===== config.mk =====
export PLATFORM = sky130hd
export DESIGN_NAME = pipeline_ctrl
export DESIGN_NICKNAME = d
export VERILOG_FILES = /design/src/rtl/pipeline_ctrl.sv
export SDC_FILE = /design/constraint.sdc
export NUM_CORES = 1
export LEC_CHECK = 0
export BUFFER_PORTS_ARGS = -buffer_cell sky130_fd_sc_hd__buf_2
export CELL_PAD_IN_SITES_DETAIL_PLACEMENT = 0
export CELL_PAD_IN_SITES_GLOBAL_PLACEMENT = 1
export CORE_UTILIZATION = 36
export DETAILED_ROUTE_END_ITERATION = 10
export GPL_TIMING_DRIVEN = 0
export PLACE_DENSITY = 0.84
export SETUP_SLACK_MARGIN = 0.4
export SLEW_MARGIN = 25
export SYNTH_ARGS = -nofsm -noshare
export SYNTH_HDL_FRONTEND = slang
export SYNTH_SLANG_ARGS = --single-unit

===== constraint.sdc =====
create_clock -name clk -period 2.8 [get_ports clk]
set_input_delay 0.14 -clock clk [delete_from_list [all_inputs] [get_ports clk]]
set_output_delay 0.14 -clock clk [all_outputs]
set_load 0.05 [all_outputs]

===== src/rtl/pipeline_ctrl.sv =====
// pipeline_ctrl: central stall/flush/redirect controller for the 5-stage LoongArch pipeline.
// Optional build macro PIPELINE_CTRL_PERF_EN adds stall-cycle and redirect counters.
module pipeline_ctrl #(
    parameter int MULTI_CYCLE_LAT = 8,
    parameter int CNT_W           = 4
) (
    input  logic        clk,
    input  logic        rst,
    input  logic        id_reg1_read_en_i,
    input  logic        id_reg2_read_en_i,
    input  logic [4:0]  id_reg1_read_addr_i,
    input  logic [4:0]  id_reg2_read_addr_i,
    input  logic        ex_is_load_i,
    input  logic        ex_reg_write_en_i,
    input  logic [4:0]  ex_reg_write_addr_i,
    input  logic        ex_multi_start_i,
    input  logic        if_stall_req_i,
    input  logic        mem_stall_req_i,
    input  logic        branch_flush_i,
    input  logic [31:0] branch_target_i,
    output logic [5:0]  stall_o,
    output logic [5:0]  flush_o,
    output logic        new_pc_valid_o,
    output logic [31:0] new_pc_o,
    output logic        multi_busy_o,
`ifdef PIPELINE_CTRL_PERF_EN
    output logic [31:0] stall_cycles_o,
    output logic [31:0] flush_count_o,
`endif
    output logic        multi_done_o
);

    localparam logic [1:0] IDLE = 2'd0;
    localparam logic [1:0] BUSY = 2'd1;
    localparam logic [1:0] DONE = 2'd2;

    localparam logic [CNT_W-1:0] LOAD_VAL = CNT_W'(MULTI_CYCLE_LAT - 2);

    generate
        if (MULTI_CYCLE_LAT < 2 || MULTI_CYCLE_LAT > 15) begin : g_badLat
            $error("pipeline_ctrl: MULTI_CYCLE_LAT must be within 2..15");
        end
        if ((1 << CNT_W) <= MULTI_CYCLE_LAT) begin : g_badCntW
            $error("pipeline_ctrl: CNT_W too narrow for MULTI_CYCLE_LAT");
        end
    endgenerate

    logic [1:0]       state_q,    state_d;
    logic [CNT_W-1:0] count_q,    count_d;
    logic             pendValid_q, pendValid_d;
    logic [31:0]      pendPc_q,   pendPc_d;

    logic multiBusy;
    logic loadUse;
    logic redirectReq;
    logic accept;

    // The op occupies EX for LAT cycles: start cycle, LAT-2 BUSY cycles, one DONE cycle.
    always_comb begin
        state_d = state_q;
        count_d = count_q;
        case (state_q)
            IDLE: begin
                if (ex_multi_start_i) begin
                    count_d = LOAD_VAL;
                    state_d = (LOAD_VAL == '0) ? DONE : BUSY;
                end
            end
            BUSY: begin
                count_d = count_q - 1'b1;
                if (count_q <= CNT_W'(1)) begin
                    state_d = DONE;
                end
            end
            DONE: begin
                if (!mem_stall_req_i) begin
                    state_d = IDLE;
                end
            end
            default: begin
                state_d = IDLE;
                count_d = '0;
            end
        endcase
    end

    assign multiBusy = (state_q == BUSY) || ((state_q == IDLE) && ex_multi_start_i);

    assign loadUse = ex_is_load_i && ex_reg_write_en_i && (ex_reg_write_addr_i != 5'd0) &&
                     ((id_reg1_read_en_i && (id_reg1_read_addr_i == ex_reg_write_addr_i)) ||
                      (id_reg2_read_en_i && (id_reg2_read_addr_i == ex_reg_write_addr_i)));

    assign redirectReq = branch_flush_i || pendValid_q;
    assign accept      = redirectReq && !mem_stall_req_i && !multiBusy;

    // The instruction in ID is squashed by an accepted redirect, so it must not stall.
    always_comb begin
        stall_o = 6'b000000;
        if (mem_stall_req_i) begin
            stall_o = 6'b011111;
        end else if (multiBusy) begin
            stall_o = 6'b001111;
        end else if (loadUse && !accept) begin
            stall_o = 6'b000111;
        end else if (if_stall_req_i && !accept) begin
            stall_o = 6'b000011;
        end
    end

    always_comb begin
        flush_o        = 6'b000000;
        new_pc_valid_o = 1'b0;
        new_pc_o       = 32'h0;
        if (accept) begin
            flush_o        = 6'b000110;
            new_pc_valid_o = 1'b1;
            new_pc_o       = pendValid_q ? pendPc_q : branch_target_i;
        end
    end

    // The oldest blocked redirect wins; later ones are dropped while it waits.
    always_comb begin
        pendValid_d = pendValid_q;
        pendPc_d    = pendPc_q;
        if (accept) begin
            pendValid_d = 1'b0;
        end else if (branch_flush_i && !pendValid_q) begin
            pendValid_d = 1'b1;
            pendPc_d    = branch_target_i;
        end
    end

    always_ff @(posedge clk) begin
        if (rst) begin
            state_q     <= IDLE;
            count_q     <= '0;
            pendValid_q <= 1'b0;
            pendPc_q    <= 32'h0;
        end else begin
            state_q     <= state_d;
            count_q     <= count_d;
            pendValid_q <= pendValid_d;
            pendPc_q    <= pendPc_d;
        end
    end

    assign multi_busy_o = multiBusy;
    assign multi_done_o = (state_q == DONE);

`ifdef PIPELINE_CTRL_PERF_EN
    logic [31:0] stallCycles_q, stallCycles_d;
    logic [31:0] flushCount_q,  flushCount_d;

    always_comb begin
        stallCycles_d = stallCycles_q;
        flushCount_d  = flushCount_q;
        if (stall_o[0] && (stallCycles_q != 32'hFFFF_FFFF)) begin
            stallCycles_d = stallCycles_q + 32'd1;
        end
        if (accept && (flushCount_q != 32'hFFFF_FFFF)) begin
            flushCount_d = flushCount_q + 32'd1;
        end
    end

    always_ff @(posedge clk) begin
        if (rst) begin
            stallCycles_q <= 32'h0;
            flushCount_q  <= 32'h0;
        end else begin
            stallCycles_q <= stallCycles_d;
            flushCount_q  <= flushCount_d;
        end
    end

    assign stall_cycles_o = stallCycles_q;
    assign flush_count_o  = flushCount_q;
`endif

endmodule


==> qor.csv, run 1 <==
stage,metric,value,unit
run_status,status,completed,
sta,top_achievable_clock_speed,497.0,MHz
clock_tree,clock_path_buffers,2,
setup_path,worst_path_largest_cell_delay,0.46,ns
setup_path,crit_path_cell_trace,"o21ba_4, nor2_4, o21ai_2, buf_2, inv_1, buf_4, buf_2",
synthesis,ys_dominant_reg_cell,sky130_fd_sc_hd__dfxtp_1,
synthesis,synth.cells.most_frequent,"62 x sky130_fd_sc_hd__nand2_1, 39 x sky130_fd_sc_hd__dfxtp_1, 38 x sky130_fd_sc_hd__nor2_1",
setup_path,arrival_time_of_data_at_the_critical_path_endpoint,1.87,ns
hold_path,hp-class,in2reg,
synthesis,netlist.area_leader.share,0.3319,
setup_path,crit_path_end_kind,output pin,
detailed_routing,num_vias,2229,
clock_tree,cts-hold-fix-buffers,0,
synthesis,syn_avg_cell_area,8.225,um2
setup_path,cp.buffers_inverters,4,
hold_path,worst_hold_path.num_cells,3,
sta,layout_setup_ws,0.7879,ns
synthesis,biggest_area_contributors_in_the_synthesized_netlist,"sky130_fd_sc_hd__dfxtp_1 33%, sky130_fd_sc_hd__mux2i_1 14%, sky130_fd_sc_hd__a21oi_2 11%",
detailed_routing,total_routed_length,5774,um
hold_path,hp-start,branch_target_i[6],
floorplan,boundaryPins,104,
floorplan,floorplan.initialDensity,0.3726,
power,peakVddDrop,0.0002864,V
grt,grt_start_max_net_pins,12,
finish,layout_area_growth_over_synthesis,28.83,%
clock_tree,cts.clk_slew.worst_paths,0.08,ns
setup_path,criticalPathCategory,reg2out,
clock_tree,cts_setup_buffers,0,
setup_path,critPathLaunchType,flop,
setup_path,reg_to_reg_setup_timing_slack,1.44,ns
place,io_buffers,97,
sta,final_period_minus_worst_setup_slack,2.012,ns
synthesis,synth_async_reset_ratio,0,
place,numPlacedInstances,464,
setup_path,r2r-start,state_q[1],
clock_tree,total_number_of_h_tree_levels,2,
synthesis,number_of_enable_flip_flop_cells_after_synthesis,0,
setup_path,crit_required,2.66,ns
sta,clock_skew,0.004120,ns
detailed_routing,route.detailed.drc,0,
finish,post_route_cells_drive_above_1_share,0.4203,
finish,design.final.nets,453,
grt,grt_usage,0.1724,
clock_tree,cts.root.buffer_cell,sky130_fd_sc_hd__clkbuf_8,
sta,tightestPinTransition,0.7564,ns
detailed_routing,drt_iter0_drc,81,
setup_path,critical_path.most_common_cell,sky130_fd_sc_hd__buf_2,
setup_path,cell_count_of_the_worst_reg_to_reg_path,5,
grt,grt_use_met2,0.2973,
detailed_routing,drt_first_pass_iters,4,
hold_path,worst_hold_path.endpoint,pendPc_q[6],
grt,grt_pass1_vias,2176,
detailed_routing,final_antenna_net_count,0,
setup_path,timing.rr.end,pendPc_q[12],
floorplan,die_y,82.84,um
grt,gr-max-usage-layer,met2,
floorplan,core_area,6314,um2
sta,hold_ws,0.09906,ns
clock_tree,cts_buffers,5,
grt,global_route_wire_length_before_repair,9784,um
synthesis,post_synth_inst_count,286,
floorplan,die_w,82.84,um
grt,global_route.overflow_total,0,
detailed_routing,avgViaCountPerCell,4.722,
floorplan,die-area,6862,um2
synthesis,synth_seq_area_share,0.3319,
setup_path,top_family_by_delay_on_critical_path,buffers and inverters,
power,design_power_total,1.507,mW
sta,rsz_0062_raised_after_global_routing,false,
setup_path,crit_path_start,state_q[1],
clock_tree,post_cts.resized_instances,0,
run,maxCapViolCount,0,
setup_path,critical-path-slowest-cell,sky130_fd_sc_hd__dfxtp_1,
detailed_routing,routed_wire_length_per_instance,12.23,um
sta,setup_viol_count_final,0,
synthesis,ys_seq_elements,39,
synthesis,yosysTopAreaCell,sky130_fd_sc_hd__dfxtp_1,
clock_tree,worst_skew_pair.late_latency,0.29,ns
place,dp_slack,1.071,ns
finish,antenna_cells,0,
floorplan,row_count,29,
place,gp_congestion,0.7860,
synthesis,synthesis.area,2352,um2
power,power_leakage,1.367,nW
sta,slew_headroom,0.4957,
clock_tree,cts_num_sinks,39,
grt,grt_antenna_before_repair,0,
grt,grtUsageMet3,0.03479,
sta,finalMaxSlewViolations,0,
power,p_per_area,497.2,nW/um2
clock_tree,cts_tree,built,
sta,hold_violations,0,
synthesis,cell_with_the_most_instances_after_synthesis,sky130_fd_sc_hd__nand2_1,
synthesis,yosysWarningCount,0,
sta,fin_setup_tns,0,ns
synthesis,synthDistinctLibCells,37,
place,hpwl,4376,um
sta,final_period_util,0.7186,
finish,final_cell_count_no_fill,472,
setup_path,path_max_fanout,10,
grt,global_route.usage.met1,0.2124,
==> report_power, final <==
group,leakage (nW),switching [mW],internal (mW)
logic,1.00,0.332,0.185
clock network,0.0422,0.194,0.175
registers,0.320,0.0238,0.596
total,1.37,0.551,0.956
==> worst max-delay path by stage <==
| stage | to | cells past startpoint | slack [ns] |
|---|---|---|---|
| 2_1_floorplan | stall_o[1] | 6 | 0.61 |
| 3_3_place_gp | flush_o[1] | 7 | 1.08 |
| 3_5_place_dp | flush_o[2] | 7 | 1.07 |
| 4_1_cts | flush_o[2] | 7 | 0.75 |
| 5_1_grt | flush_o[2] | 7 | 0.64 |
| 6_report | flush_o[2] | 7 | 0.79 |
==> routing by layer <==
layer,wire length [um],vias to the layer above
met4,116,0
met2,2760,60
met1,2628,1009
met3,268,13
met5,0,-
li1,-,1147
==> flip-flops by register name (all words and copies together), names as in the netlist <==
register and flops:
pendValid_q 1, state_q 2, count_q 4, pendPc_q 32
==> worst reg2reg max path, cell delays in order (launching register included) <==
cell and delay [ns]:
sky130_fd_sc_hd__dfxtp_1 0.46, sky130_fd_sc_hd__o21ba_4 0.23, sky130_fd_sc_hd__o21ai_4 0.22, sky130_fd_sc_hd__buf_6 0.19, sky130_fd_sc_hd__nand2_1 0.08, sky130_fd_sc_hd__a21oi_2 0.13
==> placed cells by master, fill, tap and decap left out, types with 8 or more instances in the layout <==
master	count
sky130_fd_sc_hd__xor2_1	9
sky130_fd_sc_hd__nand2_1	62
sky130_fd_sc_hd__a21oi_1	8
sky130_fd_sc_hd__buf_4	12
sky130_fd_sc_hd__nor2_1	38
sky130_fd_sc_hd__dfxtp_1	39
sky130_fd_sc_hd__buf_2	105
sky130_fd_sc_hd__a21oi_2	30
sky130_fd_sc_hd__mux2i_1	32
==> area by class of cell <==
type	instances	area, um2
clock buffer	7	76.32
fill	652	3283
sequential	39	780.7
buffer	27	186.4
inverter	4	15.01
clock inverter	1	5.005
tap	77	96.34
multi-input combinational	220	1385
timing repair buffer	97	485.5
==> per-stage QoR <==
| step | utilization | cell area (um2) |
|---|---|---|
| CTS | 0.4800 | 3030 |
| detailed placement | 0.4671 | 2949 |
| finish | 0.4800 | 3030 |
| global placement | 0.4671 | 2949 |
| floorplan | - | 2367 |
| global route | 0.4800 | 3030 |
==> kinds of logic (layout without fill, tap and decap cells) <==
logic type                 count (synthesis)  count (layout)  share of synthesized area
and+or+nand+nor                          119             119                     0.2133
AOI/OAI and AO/OA                         51              51                     0.1798
DFF                                       39              39                     0.3319
muxes                                     32              32                     0.1362
buffers and inverters                     31             136                    0.08564
xor gates and xnor gates                  11              11                    0.04096
adders and majority gates                  2               2                    0.01064
other                                      1               5                   0.001594
No activity file was read; power rests on OpenSTA's default activity.
==> run 2: changes to the inputs <==
- ABC_AREA: not set -> 1
- CORE_UTILIZATION: 36 -> 32
- PLACE_DENSITY: 0.84 -> 0.79
- clock period: 2.8 -> 2.05 ns (I/O delays scaled with it)
==> run 2 against run 1 <==
  * Count of clock-buffer cells in the layout decreased by 1
  * Clock power increased by 83%
  * Total power increased by 52%
  * Global-route usage increased by 0.53 points
  * Combinational power increased by 49%
  * Worst hold slack got worse by 0.022 ns
  * Core utilization decreased by 0.19 points
  * Highest routed layer unchanged
  * Critical endpoint is now new_pc_o[19]
  * Flip-flop and latch count unchanged
==> qor.csv, run 2 <==
stage,metric,value,unit
sta,clock_skew,0.007667,ns
synthesis,synthDistinctLibCells,28,
synthesis,yosys.area_share.simple,0.3501,
sta,finalMaxSlewViolations,0,
power,peakVddDrop,0.0003520,V
detailed_routing,total_routed_length,6928,um
floorplan,die_y,89.21,um
detailed_routing,num_vias,2742,
synthesis,ys_seq_elements,39,
sta,final_period_minus_worst_setup_slack,1.730,ns
setup_path,path_max_fanout,10,
clock_tree,total_number_of_h_tree_levels,2,
detailed_routing,drt_iter0_drc,138,
floorplan,die-area,7958,um2
setup_path,criticalPathCategory,reg2out,
grt,global_route.overflow_total,0,
finish,design.final.nets,550,
place,io_buffers,98,
setup_path,crit_path_end_kind,output pin,
detailed_routing,drt_first_pass_iters,4,
finish,largest-register,pendPc_q,
synthesis,yosysTopAreaCell,sky130_fd_sc_hd__dfxtp_1,
floorplan,die_w,89.21,um
floorplan,floorplan.initialDensity,0.3337,
grt,grt_start_max_net_pins,13,
synthesis,ys_dominant_reg_cell,sky130_fd_sc_hd__dfxtp_1,
synthesis,synth_seq_area_share,0.3208,
detailed_routing,routed_wire_length_per_instance,11.72,um
grt,global_route_wire_length_before_repair,11090,um
sta,fin_setup_tns,0,ns
clock_tree,cts_num_sinks,39,
synthesis,synth-compound-area-share,0.1943,
synthesis,combinational_family_with_the_most_area_after_synthesis,simple AND/OR/NAND/NOR gates,
setup_path,crit_required,1.95,ns
clock_tree,cts-hold-fix-buffers,0,
synthesis,synth_fa_ha_area_frac,0.01028,
finish,largest_register_ff_count,32,
synthesis,synth.cells.most_frequent,"127 x sky130_fd_sc_hd__nand2_1, 49 x sky130_fd_sc_hd__a21oi_1, 39 x sky130_fd_sc_hd__dfxtp_1",
synthesis,netlist.area_leader.share,0.3208,
synthesis,synthesis.area,2434,um2
grt,grt_usage,0.1776,
run_status,status,completed,
finish,post_route_cells_drive_above_1_share,0.3923,
sta,slew_headroom,0.5277,
clock_tree,cts.root.buffer_cell,sky130_fd_sc_hd__clkbuf_8,
sta,tightestPinTransition,0.7084,ns
place,gp_congestion,0.8578,
clock_tree,worst_skew_pair.late_latency,0.30,ns
sta,rsz_0062_raised_after_global_routing,true,
finish,layout_area_growth_over_synthesis,43.24,%
clock_tree,cts.clk_slew.worst_paths,0.08,ns
synthesis,yosysWarningCount,0,
finish,antenna_cells,0,
floorplan,boundaryPins,104,
power,p_per_area,658.2,nW/um2
place,hpwl,5011,um
place,postPlaceCellArea,3075,um2
synthesis,post_synth_inst_count,374,
place,numPlacedInstances,575,
sta,top_achievable_clock_speed,577.9,MHz
finish,final_cell_count_no_fill,591,
grt,grt_antenna_before_repair,0,
synthesis,yosys-mux-area-fraction,0,
sta,hold_violations,0,
clock_tree,clock_path_buffers,2,
power,power_leakage,1.655,nW
hold_path,hp-class,in2reg,
clock_tree,cts_tree,built,
sta,setup_viol_count_final,0,
run,maxCapViolCount,0,
synthesis,synth_async_reset_ratio,0,
clock_tree,cts_buffers,5,
setup_path,arrival_time_of_data_at_the_critical_path_endpoint,1.63,ns
setup_path,critPathLaunchType,flop,
finish,final_area,3486,um2
floorplan,core_area,7292,um2
synthesis,cell_with_the_most_instances_after_synthesis,sky130_fd_sc_hd__nand2_1,
synthesis,biggest_area_contributors_in_the_synthesized_netlist,"sky130_fd_sc_hd__dfxtp_1 32%, sky130_fd_sc_hd__nand2_1 20%, sky130_fd_sc_hd__a21oi_1 10%",
floorplan,row_count,31,
synthesis,synth_xor_area_frac,0.003599,
finish,commonest_non_fill_non_tap_cell_in_the_layout,sky130_fd_sc_hd__nand2_1,
finish,largestRegisters,"pendPc_q: 32 flops, count_q: 4 flops, state_q: 2 flops",
finish,most_frequent_cells_in_the_layout,"125 x sky130_fd_sc_hd__nand2_1, 66 x sky130_fd_sc_hd__buf_2, 46 x sky130_fd_sc_hd__buf_4",
sta,final_period_util,0.8440,
detailed_routing,final_antenna_net_count,0,
synthesis,syn_avg_cell_area,6.507,um2
detailed_routing,route.detailed.drc,0,
detailed_routing,avgViaCountPerCell,4.640,
synthesis,number_of_enable_flip_flop_cells_after_synthesis,0,
grt,grt_pass1_vias,2443,
finish,post-route-util,0.4780,
[run 2: cell types whose count changed after synthesis, moves of 10 or more]
cell,change
sky130_fd_sc_hd__a21oi_1,+41
sky130_fd_sc_hd__nand3_1,+38
sky130_fd_sc_hd__mux2i_1,-32
sky130_fd_sc_hd__inv_1,+19
sky130_fd_sc_hd__a21oi_2,-10
sky130_fd_sc_hd__nand2_1,+65
sky130_fd_sc_hd__nor2_1,-23
[run 2: cell families after synthesis]
kind of cell               Yosys count
other                                1
xor gates and xnor gates             1
AOI/OAI and AO/OA                   75
buffers and inverters               58
DFF                                 39
adders and majority gates            2
and+or+nand+nor                    198
[run 2: stage by stage]
| step | setup slack [ns] | hold slack (ns) | total power [mW] |
|---|---|---|---|
| global route | 0.2268 | 0.08480 | 2.425 |
| CTS | 0.3245 | 0.07143 | 2.297 |
| floorplan | 0.2684 | 0.2546 | 1.365 |
| finish | 0.3197 | 0.07698 | 2.294 |
| global placement | 0.3065 | 0.3886 | 1.546 |
| detailed placement | 0.2927 | 0.3925 | 1.552 |
[run 2: critical path: stages (launching register included)]
cell and delay, ns:
sky130_fd_sc_hd__dfxtp_4 0.36, sky130_fd_sc_hd__o21ai_4 0.23, sky130_fd_sc_hd__nand3_4 0.18, sky130_fd_sc_hd__buf_6 0.19, sky130_fd_sc_hd__a21oi_1 0.15, sky130_fd_sc_hd__buf_4 0.22
[run 2: area by class of cell]
| class | count | area, um2 |
|---|---|---|
| clock inverters | 2 | 35.03 |
| well taps | 99 | 123.9 |
| flip-flops and latches | 39 | 784.5 |
| plain buffers | 32 | 232.7 |
| multi-input cells | 281 | 1434 |
| repair buffers | 106 | 690.7 |
| fillers | 803 | 3806 |
| clock buffers | 6 | 82.58 |
| inverters | 26 | 102.6 |
[run 2: metal layers]
layer  track usage  share of wire
met5             0              0
met1        0.2294           0.47
met4       0.05339          0.015
met2        0.2949           0.45
met3       0.04155          0.059
[run 2: where the power goes]
group	internal [mW]	switching, mW	total, mW
clock	0.394	0.283	0.677
sequential	0.813	0.0338	0.846
combinational	0.282	0.489	0.771
total	1.49	0.806	2.29
[run 2: final timing paths]
kind	to	slack, ns	startpoint	depth (start not counted)
worst min register to register	pendPc_q[0]	0.46	pendPc_q[0]	2
worst max-delay path	new_pc_o[19]	0.32	state_q[0]	5
worst max register to register	pendPc_q[21]	0.56	pendValid_q	7
worst min-delay path	pendPc_q[6]	0.08	branch_target_i[6]	3
[run 2: what timing repair did]
action                     CTS  global route
setup endpoints to repair   38            38
pin swaps                    5             2
setup buffers                7             1
resized for setup           69            14
